File: config.mk
export PLATFORM = sky130hd
export DESIGN_NAME = syncro_n_filt
export DESIGN_NICKNAME = d
export VERILOG_FILES = /design/src/rtl/syncro_pkg.sv /design/src/rtl/syncro_filt_ch.sv /design/src/rtl/syncro_n_filt.sv
export SDC_FILE = /design/constraint.sdc
export NUM_CORES = 1
export LEC_CHECK = 0
export CAP_MARGIN = 20
export CORE_MARGIN = 3
export CORE_UTILIZATION = 44
export CTS_CLUSTER_SIZE = 25
export DETAILED_ROUTE_END_ITERATION = 12
export DONT_BUFFER_PORTS = 1
export PLACE_DENSITY = 0.62
export REMOVE_ABC_BUFFERS = 1
export SETUP_SLACK_MARGIN = 0.3
export SKIP_CTS_REPAIR_TIMING = 1
export SYNTH_ARGS = -nofsm -noshare
export SYNTH_HDL_FRONTEND = slang
export SYNTH_SLANG_ARGS = --single-unit
File: constraint.sdc
create_clock -name clk -period 1.1 [get_ports clk]
set_input_delay 0.22 -clock clk [delete_from_list [all_inputs] [get_ports clk]]
set_output_delay 0.22 -clock clk [all_outputs]
set_load 0.01 [all_outputs]
File: src/rtl/syncro_pkg.sv
// Shared defaults and helpers for the syncro_n_filt multi-channel input synchroniser.
package syncro_pkg;
    localparam int unsigned DEF_NUM_CH   = 2;
    localparam int unsigned DEF_STAGES   = 2;
    localparam int unsigned DEF_FILT_LEN = 4;

    // Width of a counter holding 0..n-1; never narrower than one bit.
    function automatic int unsigned cnt_w(input int unsigned n);
        return (n > 2) ? $clog2(n) : 1;
    endfunction

    function automatic bit params_ok(input int unsigned num_ch, input int unsigned stages,
                                     input int unsigned filt_len);
        return (num_ch >= 1) && (stages >= 2) && (filt_len >= 1);
    endfunction
endpackage

File: src/rtl/syncro_filt_ch.sv
// One channel: async flop chain, stability filter, filtered level and registered edge pulses.
module syncro_filt_ch
    import syncro_pkg::*;
#(
    parameter int unsigned STAGES    = DEF_STAGES,
    parameter int unsigned FILT_LEN  = DEF_FILT_LEN,
    parameter logic        RESET_VAL = 1'b0
) (
    input  logic clk,
    input  logic reset,
    input  logic sig_i,
    output logic sig_o,
    output logic rise_o,
    output logic fall_o
);
    localparam int unsigned   CW       = cnt_w(FILT_LEN);
    localparam logic [CW-1:0] CNT_LAST = CW'(FILT_LEN - 1);

    (* ASYNC_REG = "TRUE" *) logic [STAGES-1:0] sync_q;
    logic [CW-1:0] cnt_q, cnt_d;
    logic          out_q, out_d;
    logic          rise_q, rise_d;
    logic          fall_q, fall_d;
    logic          s;

    assign s = sync_q[STAGES-1];

    // Any return of s to the current level clears the count, so short glitches never commit.
    always_comb begin
        cnt_d  = cnt_q;
        out_d  = out_q;
        rise_d = 1'b0;
        fall_d = 1'b0;
        if (s == out_q) begin
            cnt_d = '0;
        end else if (cnt_q == CNT_LAST) begin
            out_d  = s;
            cnt_d  = '0;
            rise_d = s;
            fall_d = ~s;
        end else begin
            cnt_d = cnt_q + CW'(1);
        end
    end

    always_ff @(posedge clk) begin
        if (reset) begin
            sync_q <= {STAGES{RESET_VAL}};
            cnt_q  <= '0;
            out_q  <= RESET_VAL;
            rise_q <= 1'b0;
            fall_q <= 1'b0;
        end else begin
            sync_q <= {sync_q[STAGES-2:0], sig_i};
            cnt_q  <= cnt_d;
            out_q  <= out_d;
            rise_q <= rise_d;
            fall_q <= fall_d;
        end
    end

    assign sig_o  = out_q;
    assign rise_o = rise_q;
    assign fall_o = fall_q;
endmodule

File: src/rtl/syncro_n_filt.sv
// NUM_CH independent synchronise-and-filter channels plus a post-reset settled flag.
module syncro_n_filt
    import syncro_pkg::*;
#(
    parameter int unsigned       NUM_CH    = DEF_NUM_CH,
    parameter int unsigned       STAGES    = DEF_STAGES,
    parameter int unsigned       FILT_LEN  = DEF_FILT_LEN,
    parameter logic [NUM_CH-1:0] RESET_VAL = '0
) (
    input  logic              clk,
    input  logic              reset,
    input  logic [NUM_CH-1:0] sig_in,
    output logic [NUM_CH-1:0] sig_out,
    output logic [NUM_CH-1:0] rise,
    output logic [NUM_CH-1:0] fall,
    output logic              settled
);
    localparam int unsigned   SETTLE_N    = STAGES + FILT_LEN;
    localparam int unsigned   SW          = $clog2(SETTLE_N + 1);
    localparam logic [SW-1:0] SETTLE_LAST = SW'(SETTLE_N);

    if (!params_ok(NUM_CH, STAGES, FILT_LEN)) begin : g_bad_params
        $error("syncro_n_filt: need NUM_CH>=1, STAGES>=2, FILT_LEN>=1");
    end

    for (genvar i = 0; i < int'(NUM_CH); i++) begin : g_ch
        syncro_filt_ch #(
            .STAGES    (STAGES),
            .FILT_LEN  (FILT_LEN),
            .RESET_VAL (RESET_VAL[i])
        ) u_ch (
            .clk    (clk),
            .reset  (reset),
            .sig_i  (sig_in[i]),
            .sig_o  (sig_out[i]),
            .rise_o (rise[i]),
            .fall_o (fall[i])
        );
    end

    logic [SW-1:0] set_cnt_q, set_cnt_d;
    logic          settled_q;

    always_comb begin
        set_cnt_d = set_cnt_q;
        if (set_cnt_q != SETTLE_LAST) begin
            set_cnt_d = set_cnt_q + SW'(1);
        end
    end

    // Flag rises on the same edge the counter lands on SETTLE_N, then both hold.
    always_ff @(posedge clk) begin
        if (reset) begin
            set_cnt_q <= '0;
            settled_q <= 1'b0;
        end else begin
            set_cnt_q <= set_cnt_d;
            settled_q <= (set_cnt_d == SETTLE_LAST);
        end
    end

    assign settled = settled_q;
endmodule

==> results.ini <==
[status]
status = complete, but fails checks
violations = hold timing, setup timing

[setup_path]
crit_start = set_cnt_q[0]
critPathKind = flip-flop to flip-flop
cpMaxStageDelayCell = dfxtp_4
cpPeakStageDelay_ns = 0.38
cp-endpoint = settled
end_kind = flip-flop
reg2regPathDepth = 4
r2r_end = settled
cp.arrival_ns = 1.36
worstPathMaxFanout = 4
worst-path-buf-inv = 1
critical_path.top_delay_family = flip-flops
r2r_slack_ns = -0.08
critical_path_required_ns = 1.28
worstReg2RegStart = set_cnt_q[0]
path_depth = 4
crit_path_start_kind = flip-flop
worstPathCellList = inv_4 > ha_4 > and4bb_2 > o31a_1

[clock_tree]
cts_tree = built
cts_sinks = 18
cts_inserted_buffers = 3
path_clk_slew_ns = 0.10
clock_latency_ns = 0.28
htree_levels = 1
cts-root-buf = clkbuf_4
clockBufferDepth = 2

[sta]
setup_violations = 2
slew_viol_final = 0
post-route-min-period_ns = 1.176
fmax_ghz = 0.8506
fin_crit_sh_pct = 106.9
worst_hold_slack_ns = -0.008134
rsz0062_at_grt = true
max-slew-margin-rel_pct = 79.74
worst_slack_ns = -0.07558
timing_hold_violations_final = 6
worstMarginPinSlew_ns = 0.3024
clock_skew_ns = 0.006583

[synthesis]
synth_top_family_by_area = simple AND/OR/NAND/NOR gates
synth-main-ff-cell = dfxtp_1
synth_edf_count = 0
yosysTopAreaCellShare_pct = 51.89
yosysMostFrequentCell = dfxtp_1
yosys.area_share.xor_xnor_pct = 2.523
yosysSeqAreaShare_pct = 51.89
synth.top_cells.by_count = dfxtp_1, buf_4, and4bb_2
yosysTopAreaCell = dfxtp_1
synth_area_sq_um = 694.4
post_synth_fa_ha_maj_area_fraction_pct = 7.207
ys_types = 17
ys_warn_count = 0
synth-simple-area-share_pct = 24.50
synthCells = 58
synthMuxAreaShare_pct = 2.883
synth_compound_area_share_pct = 2.342
synth.top_cells.by_area = dfxtp_1, and4bb_2, ha_1
async_flop_share_pct = 0
avgSynthCellArea_sq_um = 11.97
synth_seq_cells = 18

[flow_run]
maxCapViolations = 0

[die]
io-pin-count = 11
dieHeight_microns = 45.73
dieArea_sq_um = 2091
core_area_sq_um = 1383
die_w_microns = 45.73
rows = 13
start_util_pct = 50.23

[finish]
syn2layout_area_growth_pct = 28.47
final_nets = 69
drive_gt1_share_pct = 61.67
multi_input_area_sq_um = 402.9
fillers = 109
diodes = 0
seq_area_sq_um = 385.4

[power_and_ir_drop]
swShare_pct = 20.90
combinationalPowerShare_pct = 7.5
switching_power_uw = 243.4
vdd_drop_max_mv = 0.6586
p_leak_nw = 0.3191
clkPwrFrac_pct = 33.3
pwr_density_cell_nw_per_um2 = 1306
p_int_uw = 921.5
power_frac_seq_pct = 59.2

[place]
dpl.hpwl_microns = 809.8
pre_cts_slack_ns = -0.1501
gp_congestion = 0.6603
port_buffers = 0

[route]
dr_wl_met2_microns = 714
wl_per_cell_microns = 16.48
viasPerCell = 5.600
via_count = 420
drtPass1Iterations = 1
wirelength_microns = 1236
drt-initial-drc-count = 0
ant_nets = 0
drc = 0
wl_met1_microns = 472
wl_met3_microns = 49
maxUsedRoutingLayer = met3

[grt]
grt_usage_pct = 11.81
gr-total-overflow = 0
grt_pass1_wl_microns = 1683
grt_start_max_net_pins = 18
antenna_found_initial = 0
grt_pass1_vias = 395

[min_path]
min_from = reset
min_path_type = input pin to flip-flop

area by class of cell:
cell class	count	area share, %
sequential	18	43.20
inverter	1	0.7013
clock buffer	4	4.067
tap	15	2.104
timing repair buffer	5	4.769
multi-input combinational	32	45.16
power by group through the flow:
stage | Clock, mW | Sequential [mW] | Combinational, mW
finish | 0.388 | 0.689 | 0.0873
global route | 0.426 | 0.692 | 0.0971
CTS | 0.401 | 0.686 | 0.0504
detailed placement | 0 | 0.701 | 0.0505
global placement | 0 | 0.698 | 0.0422
floorplan | 0 | 0.697 | 0.0354
how the worst min path moves through the flow:
stage	endpoint	slack, ns	depth (start not counted)
finish	set_cnt_q[0]	-0.008	1
global route	set_cnt_q[0]	-0.03	1
CTS	g_ch[1].u_ch.sync_q[0]	-0.02	1
detailed placement	g_ch[0].u_ch.sync_q[0]	0.30	1
global placement	g_ch[0].u_ch.sync_q[0]	0.29	1
floorplan	g_ch[0].u_ch.sync_q[0]	0.29	1
registers in the layout (all words and copies together), names as in the netlist:
name,cells
g_ch.u_ch.sync_q,4
settled,1
g_ch.u_ch.rise_o,2
g_ch.u_ch.sig_o,2
g_ch.u_ch.fall_o,2
set_cnt_q,3
g_ch.u_ch.cnt_q,4
logic make-up (layout without fill, tap and decap cells):
group | Yosys count | in the layout
adder cells (fa/ha/maj) | 4 | 4
XOR/XNOR | 2 | 2
buffers and inverters | 8 | 10
AO/OA/AOI/OAI | 2 | 2
multiplexers | 2 | 2
AND/OR/NAND/NOR | 22 | 22
flip-flops | 18 | 18
cells in the final DEF, fill, tap and decap left out:
master	synthesis	layout
a21boi_0	1	1
and2b_1	1	1
and3b_1	3	3
and4bb_2	5	5
buf_4	6	3
clkbuf_4	0	3
clkbuf_8	0	1
dfxtp_1	18	6
dfxtp_2	0	8
dfxtp_4	0	4
dlygate4sd3_1	0	2
ha_4	0	4
inv_4	0	1
mux2i_1	2	2
nor2_1	4	3
nor2_4	0	1
nor2b_1	3	3
nor3_1	2	1
nor3_2	0	1
nor4_2	0	1
nor4_4	0	1
nor4b_4	0	2
o31a_1	1	1
xnor2_2	0	2
stage by stage:
step | setup TNS [ns] | cell area (sq um) | cells | total power, mW | utilization, %
after floorplan | -0.07053 | 638.1 | 51 | 0.7324 | -
after global placement | -0.06100 | 664.4 | 67 | 0.7399 | 48.05
after detailed placement | -0.1501 | 664.4 | 67 | 0.7515 | 48.05
after CTS | -0.1678 | 700.7 | 71 | 1.137 | 50.68
after global routing | -0.1519 | 892.1 | 75 | 1.215 | 64.52
final | -0.08208 | 892.1 | 75 | 1.165 | 64.52
routing by layer:
metal  GRT usage (%)  up-vias
met5               0        -
met4           5.114        0
met3           3.953        0
met2           21.17        7
met1           12.35      207
li1                -      206
worst reg2reg max path: cells and delay by family, from the launching register on:
family | cells | cell delay (ns)
AO/OA/AOI/OAI | 1 | 0.29
adder cells (fa/ha/maj) | 1 | 0.13
buffers and inverters | 1 | 0.06
flip-flops | 1 | 0.38
AND/OR/NAND/NOR | 1 | 0.22
Power figures use the tool's default switching activity.
